==> src/rtl/gate_check_sequencer.sv <==
// gate_check_sequencer: self-test sequencer for the five-output basic-gate unit.
// Latency: done pulses 4*HOLD_CYCLES+1 edges after the edge that accepts start.
// Backpressure: none; start is sampled only in IDLE and is dropped (not queued) otherwise.
//
// Ports:
//   i_clk       rising-edge clock
//   i_rst       asynchronous active-high reset
//   i_start     run request, honoured only while idle
//   i_g[4:0]    gate unit outputs {g5,g4,g3,g2,g1}
//   o_a, o_b    registered drive to gate unit inputs a, b
//   o_busy      high while vectors are being applied
//   o_done      one-cycle end-of-run pulse
//   o_pass      last run had no mismatches (valid from done until next accepted start)
//   o_err_mask  bit i set when vector {a,b}=i mismatched
//
// Parameters: HOLD_CYCLES (1..255) clocks each vector is held; CNT_W hold counter width,
// 2**CNT_W must exceed HOLD_CYCLES.
// Optional build macro: GATE_CHECK_ABORT_ON_FAIL_EN -- when defined the first mismatching
// sample ends the run immediately; otherwise all four vectors are always applied.

module gate_check_sequencer #(
    parameter int HOLD_CYCLES = 4,
    parameter int CNT_W       = 8
) (
    input  logic       i_clk,
    input  logic       i_rst,
    input  logic       i_start,
    input  logic [4:0] i_g,
    output logic       o_a,
    output logic       o_b,
    output logic       o_busy,
    output logic       o_done,
    output logic       o_pass,
    output logic [3:0] o_err_mask
);

    typedef enum logic [1:0] {
        ST_IDLE  = 2'd0,
        ST_APPLY = 2'd1,
        ST_DONE  = 2'd2
    } state_t;

    // Counter value on which the current vector is sampled.
    localparam logic [CNT_W-1:0] LP_CNT_LAST = CNT_W'(HOLD_CYCLES - 1);

    state_t           r_state;
    logic [1:0]       r_idx;
    logic [CNT_W-1:0] r_cnt;
    logic             r_a;
    logic             r_b;
    logic             r_busy;
    logic             r_done;
    logic             r_pass;
    logic [3:0]       r_err_mask;

    logic [4:0]       w_exp;
    logic             w_miss;

    // Truth table of the gate unit for vector {a,b}=v, packed {g5,g4,g3,g2,g1}.
    function automatic logic [4:0] f_expected(input logic [1:0] v);
        logic va;
        logic vb;
        va = v[1];
        vb = v[0];
        return {~(va | vb), ~(va & vb), ~va, va | vb, va & vb};
    endfunction

    assign w_exp  = f_expected(r_idx);
    // Only consumed on the sample edge, so X on i_g elsewhere never reaches state.
    assign w_miss = (i_g != w_exp);

    always_ff @(posedge i_clk or posedge i_rst) begin
        if (i_rst) begin
            r_state    <= ST_IDLE;
            r_idx      <= 2'd0;
            r_cnt      <= '0;
            r_a        <= 1'b0;
            r_b        <= 1'b0;
            r_busy     <= 1'b0;
            r_done     <= 1'b0;
            r_pass     <= 1'b0;
            r_err_mask <= 4'd0;
        end else begin
            case (r_state)
                ST_IDLE: begin
                    r_done <= 1'b0;
                    if (i_start) begin
                        r_state    <= ST_APPLY;
                        r_idx      <= 2'd0;
                        r_cnt      <= '0;
                        r_a        <= 1'b0;
                        r_b        <= 1'b0;
                        r_err_mask <= 4'd0;
                        r_pass     <= 1'b0;
                        r_busy     <= 1'b1;
                    end
                end

                ST_APPLY: begin
                    if (r_cnt < LP_CNT_LAST) begin
                        r_cnt <= r_cnt + 1'b1;
                    end else begin
                        // Sample edge for vector r_idx.
                        if (w_miss) begin
                            r_err_mask[r_idx] <= 1'b1;
                        end
`ifdef GATE_CHECK_ABORT_ON_FAIL_EN
                        if (w_miss || (r_idx == 2'd3)) begin
`else
                        if (r_idx == 2'd3) begin
`endif
                            // a,b stay on the last applied vector until the next start.
                            r_state <= ST_DONE;
                        end else begin
                            r_idx        <= r_idx + 2'd1;
                            r_cnt        <= '0;
                            {r_a, r_b}   <= r_idx + 2'd1;
                        end
                    end
                end

                ST_DONE: begin
                    // err_mask already includes the final sample, so pass is exact here.
                    r_done  <= 1'b1;
                    r_busy  <= 1'b0;
                    r_pass  <= (r_err_mask == 4'd0);
                    r_state <= ST_IDLE;
                end

                default: begin
                    r_state <= ST_IDLE;
                end
            endcase
        end
    end

    assign o_a        = r_a;
    assign o_b        = r_b;
    assign o_busy     = r_busy;
    assign o_done     = r_done;
    assign o_pass     = r_pass;
    assign o_err_mask = r_err_mask;

endmodule
==> config.mk <==
export PLATFORM = sky130hd
export DESIGN_NAME = gate_check_sequencer
export DESIGN_NICKNAME = d
export VERILOG_FILES = /design/src/rtl/gate_check_sequencer.sv
export SDC_FILE = /design/constraint.sdc
export NUM_CORES = 1
export LEC_CHECK = 0
export ABC_AREA = 1
export CAP_MARGIN = 20
export CORE_MARGIN = 4
export CORE_UTILIZATION = 45
export CTS_BUF_LIST = sky130_fd_sc_hd__clkbuf_8 sky130_fd_sc_hd__clkbuf_16
export DETAILED_ROUTE_END_ITERATION = 10
export HOLD_SLACK_MARGIN = 0.12
export PLACE_DENSITY = 0.75
export SYNTH_ARGS = -nofsm -noshare
export SYNTH_HDL_FRONTEND = slang
export SYNTH_SLANG_ARGS = --single-unit
==> constraint.sdc <==
create_clock -name i_clk -period 1.3 [get_ports i_clk]
set_input_delay 0.39 -clock i_clk [delete_from_list [all_inputs] [get_ports i_clk]]
set_output_delay 0.39 -clock i_clk [all_outputs]
set_load 0.01 [all_outputs]
==> impl_metrics.json, run 1 <==
{
  "outcome": "finished, violations left",
  "violations": "setup timing",
  "setup_ws_ns": -0.0871,
  "fin_util": 0.712,
  "antenna_left": 0,
  "overflow": 0,
  "finalPower_w": 0.00325,
  "r2r_slack_ns": -0.09,
  "layout.nets": 167,
  "finalCritPeriodShare": 1.07,
  "period_minus_slack_ns": 1.39,
  "p_int_w": 0.00185,
  "syn_inst": 118,
  "synth_ff_type": "dfrtp_1",
  "cts_buffer_depth": 2,
  "seq_power_share": 0.277,
  "drc": 0,
  "worst_ep_arrival_time_ns": 1.53,
  "fillers": 148,
  "yosysUniqueCellTypes": 21,
  "yosysTopAreaCell": "dfrtp_1",
  "critPathKind": "flip-flop to flip-flop",
  "htreeDepth": 1,
  "swShare": 0.429,
  "grt_setup_unrepaired": "yes",
  "clk_latency_ns": 0.25,
  "hold_class": "input pin to asynchronous set/reset pin",
  "cp_max_fo": 7,
  "netlist.area_leader.share": 0.486,
  "start_util": 0.484,
  "synth_area_per_cell_sq_um": 8.29,
  "route.detailed.wl_per_inst_microns": 12.5,
  "die_w_microns": 54.6,
  "cts_sinks": 19,
  "p_switching_w": 0.00139,
  "fp.dieArea_sq_um": 2980,
  "synth.most_common_cell": "nand2_1",
  "synth_enable_flop_cells": 0,
  "max_freq_mhz": 721,
  "top_layer_used": "met4",
  "grt_pass1_vias": 900,
  "ff2ff_path_depth": 6,
  "pwr-share-comb": 0.600,
  "maxCapViolCount": 0,
  "ys_ff_latch": 19,
  "regArea_sq_um": 477,
  "wl_met3_microns": 99,
  "syn_area_sq_um": 978,
  "setup-violations-final": 15,
  "cp.required_ns": 1.44,
  "met1_length_microns": 957,
  "wl_microns": 2250,
  "leakagePower_nw": 0.704,
  "via_per_inst": 4.79,
  "io_buffers": 16,
  "ys_top_cells_by_count": "nand2_1, nor2_1, dfrtp_1, inv_1, nand3_1",
  "num_vias": 862,
  "cp-end-kind": "flip-flop",
  "core_area_sq_um": 2020,
  "tightest_slew_ns": 0.298,
  "hpwl_microns": 1490,
  "reg2reg_from": "r_cnt[1]",
  "clkPwrFrac": 0.122,
  "synth_area_leaders": "dfrtp_1, nand2_1, nor2_1",
  "vdd_drop_max_uv": 1350,
  "gp_congestion": 0.861,
  "drv_slew": 0,
  "fin_worst_skew_ns": 0.00251,
  "grt_pass1_wl_microns": 3950,
  "ys_seq_area_frac": 0.486,
  "relSlewSlack": 0.799,
  "cts_made_buffers": 3,
  "area_delta_synth_final_pct": 47.1,
  "postCtsHoldBufs": 0,
  "hold_violations": 0,
  "cts-root-buf": "clkbuf_8",
  "power.density_nw_per_um2": 2260,
  "io_pins": 17,
  "drtIter0Drc": 10,
  "first_pass_iters": 4,
  "multi_input_area_sq_um": 542,
  "diodes": 0,
  "async_reset_ff_frac": 1.00,
  "cp-start-kind": "flip-flop",
  "grt_max_degree": 20,
  "r2r_end": "r_cnt[6]",
  "drive_gt1_frac": 0.353,
  "fp.dieH_microns": 54.6,
  "grt_antenna_before_repair": 0,
  "syn_nets": 131,
  "row_count": 16,
  "gr-usage-all-layers": 0.192,
  "clk_pin_slew_ns": 0.07,
  "ys.warnings.count": 0,
  "wl_met2_microns": 1150,
  "cts_tree": "built"
}
state kept, by name, summed over array words and instances (netlist names):
register,cells
r_cnt,8
o_pass,1
r_idx,1
r_state,2
o_a,1
o_err_mask,4
o_busy,1
o_done,1
routing by layer:
metal  up-vias  GRT usage
met5         -          0
met4         0     0.0871
met3         4     0.0327
met2        25      0.331
met1       399      0.229
li1        434          -
cell usage in the layout (no fill, tap or decap), drive strengths merged:
cell type / instances
a32o: 1
o21ai: 5
nand3: 11
nor3: 1
dlygate4sd2: 1
ha: 5
clkbuf: 4
a21oi: 1
nor2: 26
buf: 16
clkdlybuf4s15: 6
clkinv: 1
nand2: 28
clkdlybuf4s50: 7
nand3b: 2
dfrtp: 19
inv: 19
logic make-up after synthesis:
logic type / Yosys count / synth area share
adder cells (fa/ha/maj): 5 / 0.0639
AO/OA/AOI/OAI: 7 / 0.0409
flip-flops: 19 / 0.486
AND/OR/NAND/NOR: 68 / 0.334
buffers and inverters: 19 / 0.0754
metrics by stage:
stage          area (sq um)  setup WS [ns]  std cells  hold slack (ns)  setup TNS (ns)
6_report               1440        -0.0871        180            0.459          -0.940
5_1_grt                1440         -0.154        180            0.489           -1.77
4_1_cts                1410        -0.0528        178            0.463          -0.519
3_5_place_dp           1250         -0.264        171            0.482           -2.54
3_3_place_gp           1250         -0.228        171            0.454           -2.31
2_1_floorplan           980        0.00335        118            0.341               0
power by group through the flow:
stage	Sequential [W]	Combinational (W)	Clock [W]
6_report	0.000901	0.00195	0.000397
2_1_floorplan	0.000974	0.000814	0
3_5_place_dp	0.000912	0.00155	0
3_3_place_gp	0.000900	0.00150	0
4_1_cts	0.000903	0.00183	0.000404
5_1_grt	0.000925	0.00218	0.000433
worst max-delay path: stages (launching register included):
cell and delay (ns):
dfrtp_1 0.40, ha_2 0.17, nand3b_1 0.19, nor2_4 0.18
nand2_4 0.14, nand2_4 0.14, nor2_1 0.05
worst max path at each step:
stage                  start             to  slack, ns  depth (start not counted)
finish              r_cnt[1]       r_cnt[6]      -0.09                          6
global route        r_idx[0]  o_err_mask[2]      -0.15                         10
CTS                 r_idx[0]  o_err_mask[3]      -0.05                          9
detailed placement    i_g[2]  o_err_mask[2]      -0.26                          9
global placement      i_g[2]  o_err_mask[3]      -0.23                          8
floorplan                o_a  o_err_mask[0]      0.003                          9
timing repair:
item,CTS,global route
setup buffers,3,2
resized for setup,43,9
pin swaps,4,6
endpoints found under the setup margin,24,18
area by class of cell:
class / instances / area share
Clock buffer: 3 / 0.0287
Clock inverter: 1 / 0.00261
Inverter: 19 / 0.0530
Multi-Input combinational cell: 80 / 0.377
Sequential cell: 19 / 0.331
Tap cell: 27 / 0.0235
Timing Repair Buffer: 31 / 0.184
Note: power is estimated with default switching activity, not from simulation.
==> run 2: changes to the inputs <==
--- a/config.mk
+++ b/config.mk
@@ -8,11 +8,12 @@
 export ABC_AREA = 1
 export CAP_MARGIN = 20
 export CORE_MARGIN = 4
-export CORE_UTILIZATION = 45
+export CORE_UTILIZATION = 35
 export CTS_BUF_LIST = sky130_fd_sc_hd__clkbuf_8 sky130_fd_sc_hd__clkbuf_16
+export CTS_CLUSTER_SIZE = 25
 export DETAILED_ROUTE_END_ITERATION = 10
 export HOLD_SLACK_MARGIN = 0.12
-export PLACE_DENSITY = 0.75
+export PLACE_DENSITY = 0.62
 export SYNTH_ARGS = -nofsm -noshare
 export SYNTH_HDL_FRONTEND = slang
 export SYNTH_SLANG_ARGS = --single-unit
==> run 2 against run 1 <==
Net effect:
- the run still ends with setup timing left
- combinational power about the same
- die area increased by 24%
- via count decreased by 0.46%
- non-clock buffer count unchanged
- final cell count increased by 1.7%
- critical path depth unchanged
- clock power increased by 4%
- register-to-register slack about the same
- power decreased by 0.10%
- largest cell class unchanged
- largest power group unchanged
==> impl_metrics.json, run 2 (synthesized netlist as in run 1, its figures left out) <==
{
  "grt_antenna_before_repair": 0,
  "leakagePower_nw": 0.707,
  "critPathKind": "flip-flop to flip-flop",
  "grt_pass1_vias": 886,
  "cts_made_buffers": 3,
  "fin_worst_skew_ns": 0.0109,
  "finalCritPeriodShare": 1.06,
  "power.density_nw_per_um2": 2260,
  "violations": "setup timing",
  "pwr-share-comb": 0.596,
  "cp_max_fo": 7,
  "clkPwrFrac": 0.128,
  "p_switching_w": 0.00137,
  "io_pins": 17,
  "vdd_drop_max_uv": 1480,
  "clk_latency_ns": 0.26,
  "drc": 0,
  "htreeDepth": 1,
  "area_delta_synth_final_pct": 46.5,
  "relSlewSlack": 0.760,
  "cp-end-kind": "flip-flop",
  "io_buffers": 16,
  "max_freq_mhz": 727,
  "tightest_slew_ns": 0.356,
  "hold_violations": 0,
  "setup-violations-final": 14,
  "seq_power_share": 0.277,
  "die_w_microns": 60.9,
  "hold_class": "input pin to asynchronous set/reset pin",
  "grt_max_degree": 20,
  "grt_setup_unrepaired": "yes",
  "p_int_w": 0.00187,
  "core_area_sq_um": 2570,
  "drive_gt1_frac": 0.359,
  "start_util": 0.381,
  "wl_microns": 2280,
  "grt_pass1_wl_microns": 3910,
  "final_common_cell": "nand2_1",
  "maxCapViolCount": 0,
  "overflow": 0,
  "outcome": "finished, violations left",
  "largest_reg_flops": 8,
  "cp-start-kind": "flip-flop",
  "layout_common_cells": "nand2_1, nor2_1, dfrtp_1",
  "antenna_left": 0,
  "diodes": 0,
  "cts_buffer_depth": 2,
  "period_minus_slack_ns": 1.38,
  "top_register": "r_cnt",
  "cts_sinks": 19,
  "swShare": 0.423,
  "setup_ws_ns": -0.0761,
  "gr-usage-all-layers": 0.144,
  "gp_congestion": 0.760,
  "layout.nets": 167,
  "placed_area_sq_um": 1280,
  "clk_pin_slew_ns": 0.08,
  "fp.dieArea_sq_um": 3710,
  "cts-root-buf": "clkbuf_8",
  "row_count": 18,
  "postCtsHoldBufs": 0,
  "via_per_inst": 4.69,
  "worst_ep_arrival_time_ns": 1.52,
  "place_ws_ns": -0.266,
  "drv_slew": 0,
  "fp.dieH_microns": 60.9,
  "cts_tree": "built",
  "first_pass_iters": 4,
  "route.detailed.wl_per_inst_microns": 12.5,
  "drtIter0Drc": 45,
  "num_vias": 858,
  "cp.required_ns": 1.45,
  "hpwl_microns": 1680,
  "finalInstanceArea_sq_um": 1430
}
==> run 2: changes by cell type in the layout (fill, tap and decap cells not counted), sizes merged <==
cell / change
buf: +1
dlygate4sd2: -1
clkdlybuf4s15: -2
clkbuf: +2
clkinv: +1
inv: -1
==> run 2: layout make-up <==
type	count	area, sq um
Tap cell	30	37.5
Clock inverter	1	5.00
Inverter	19	76.3
Sequential cell	19	477
Fill cell	247	1130
Multi-Input combinational cell	80	522
Timing Repair Buffer	31	275
Clock buffer	3	41.3
==> run 2: timing repair <==
item	4_1_cts	5_1_grt
buffers inserted	1	2
endpoints found under the setup margin	24	19
resized for setup	41	15
pin swaps	4	4
==> run 2: power by group through the flow <==
stage	Sequential, W	Clock [W]	Combinational (W)
after floorplan	0.000974	0	0.000814
after global placement	0.000892	0	0.00157
after detailed placement	0.000904	0	0.00162
after CTS	0.000895	0.000430	0.00181
after global routing	0.000924	0.000441	0.00216
final	0.000898	0.000414	0.00193
==> run 2: worst paths after layout <==
| check | startpoint | end | slack [ns] | depth (start not counted) |
|---|---|---|---|---|
| min reg2reg | o_busy | o_busy | 0.47 | 2 |
| min in group i_clk | o_busy | o_busy | 0.47 | 2 |
| min | i_rst | o_done | 0.43 | 3 |
| max reg2reg | r_cnt[1] | r_cnt[6] | -0.08 | 6 |
| max | r_cnt[1] | r_cnt[6] | -0.08 | 6 |
| max in group asynchronous | i_rst | o_a | 0.71 | 3 |
==> run 2: worst max-delay path, cell delays in order (launching register included) <==
cell      delay (ns)
dfrtp_1         0.39
ha_2            0.18
nand3b_1        0.19
nor2_4          0.18
nand2_4         0.13
nand2_4         0.14
nor2_1          0.05
==> run 2: through the flow <==
step / hold slack [ns] / std cells / util / total power [W] / setup TNS (ns)
2_1_floorplan: 0.341 / 118 / - / 0.00179 / 0
3_3_place_gp: 0.457 / 176 / 0.499 / 0.00247 / -2.46
3_5_place_dp: 0.461 / 176 / 0.499 / 0.00252 / -3.17
4_1_cts: 0.438 / 181 / 0.549 / 0.00314 / -0.619
5_1_grt: 0.455 / 183 / 0.558 / 0.00352 / -1.73
6_report: 0.434 / 183 / 0.558 / 0.00324 / -0.721
==> run 2: layer usage <==
| metal | vias to the layer above | routed length [microns] | global-route usage |
|---|---|---|---|
| met5 | - | 0 | 0 |
| met4 | 0 | 29 | 0.0372 |
| met3 | 4 | 87 | 0.0404 |
| met2 | 14 | 1190 | 0.256 |
| met1 | 406 | 971 | 0.169 |
| li1 | 434 | - | - |
==> run 3: changes to the inputs <==
--- a/config.mk
+++ b/config.mk
@@ -10,6 +10,7 @@
 export CORE_MARGIN = 4
 export CORE_UTILIZATION = 35
 export CTS_BUF_LIST = sky130_fd_sc_hd__clkbuf_8 sky130_fd_sc_hd__clkbuf_16
+export CTS_CLUSTER_DIAMETER = 50
 export CTS_CLUSTER_SIZE = 25
 export DETAILED_ROUTE_END_ITERATION = 10
 export HOLD_SLACK_MARGIN = 0.12
==> results of run 3 <==
Same layout as run 2: the final DEF is identical, and so are final timing and power.
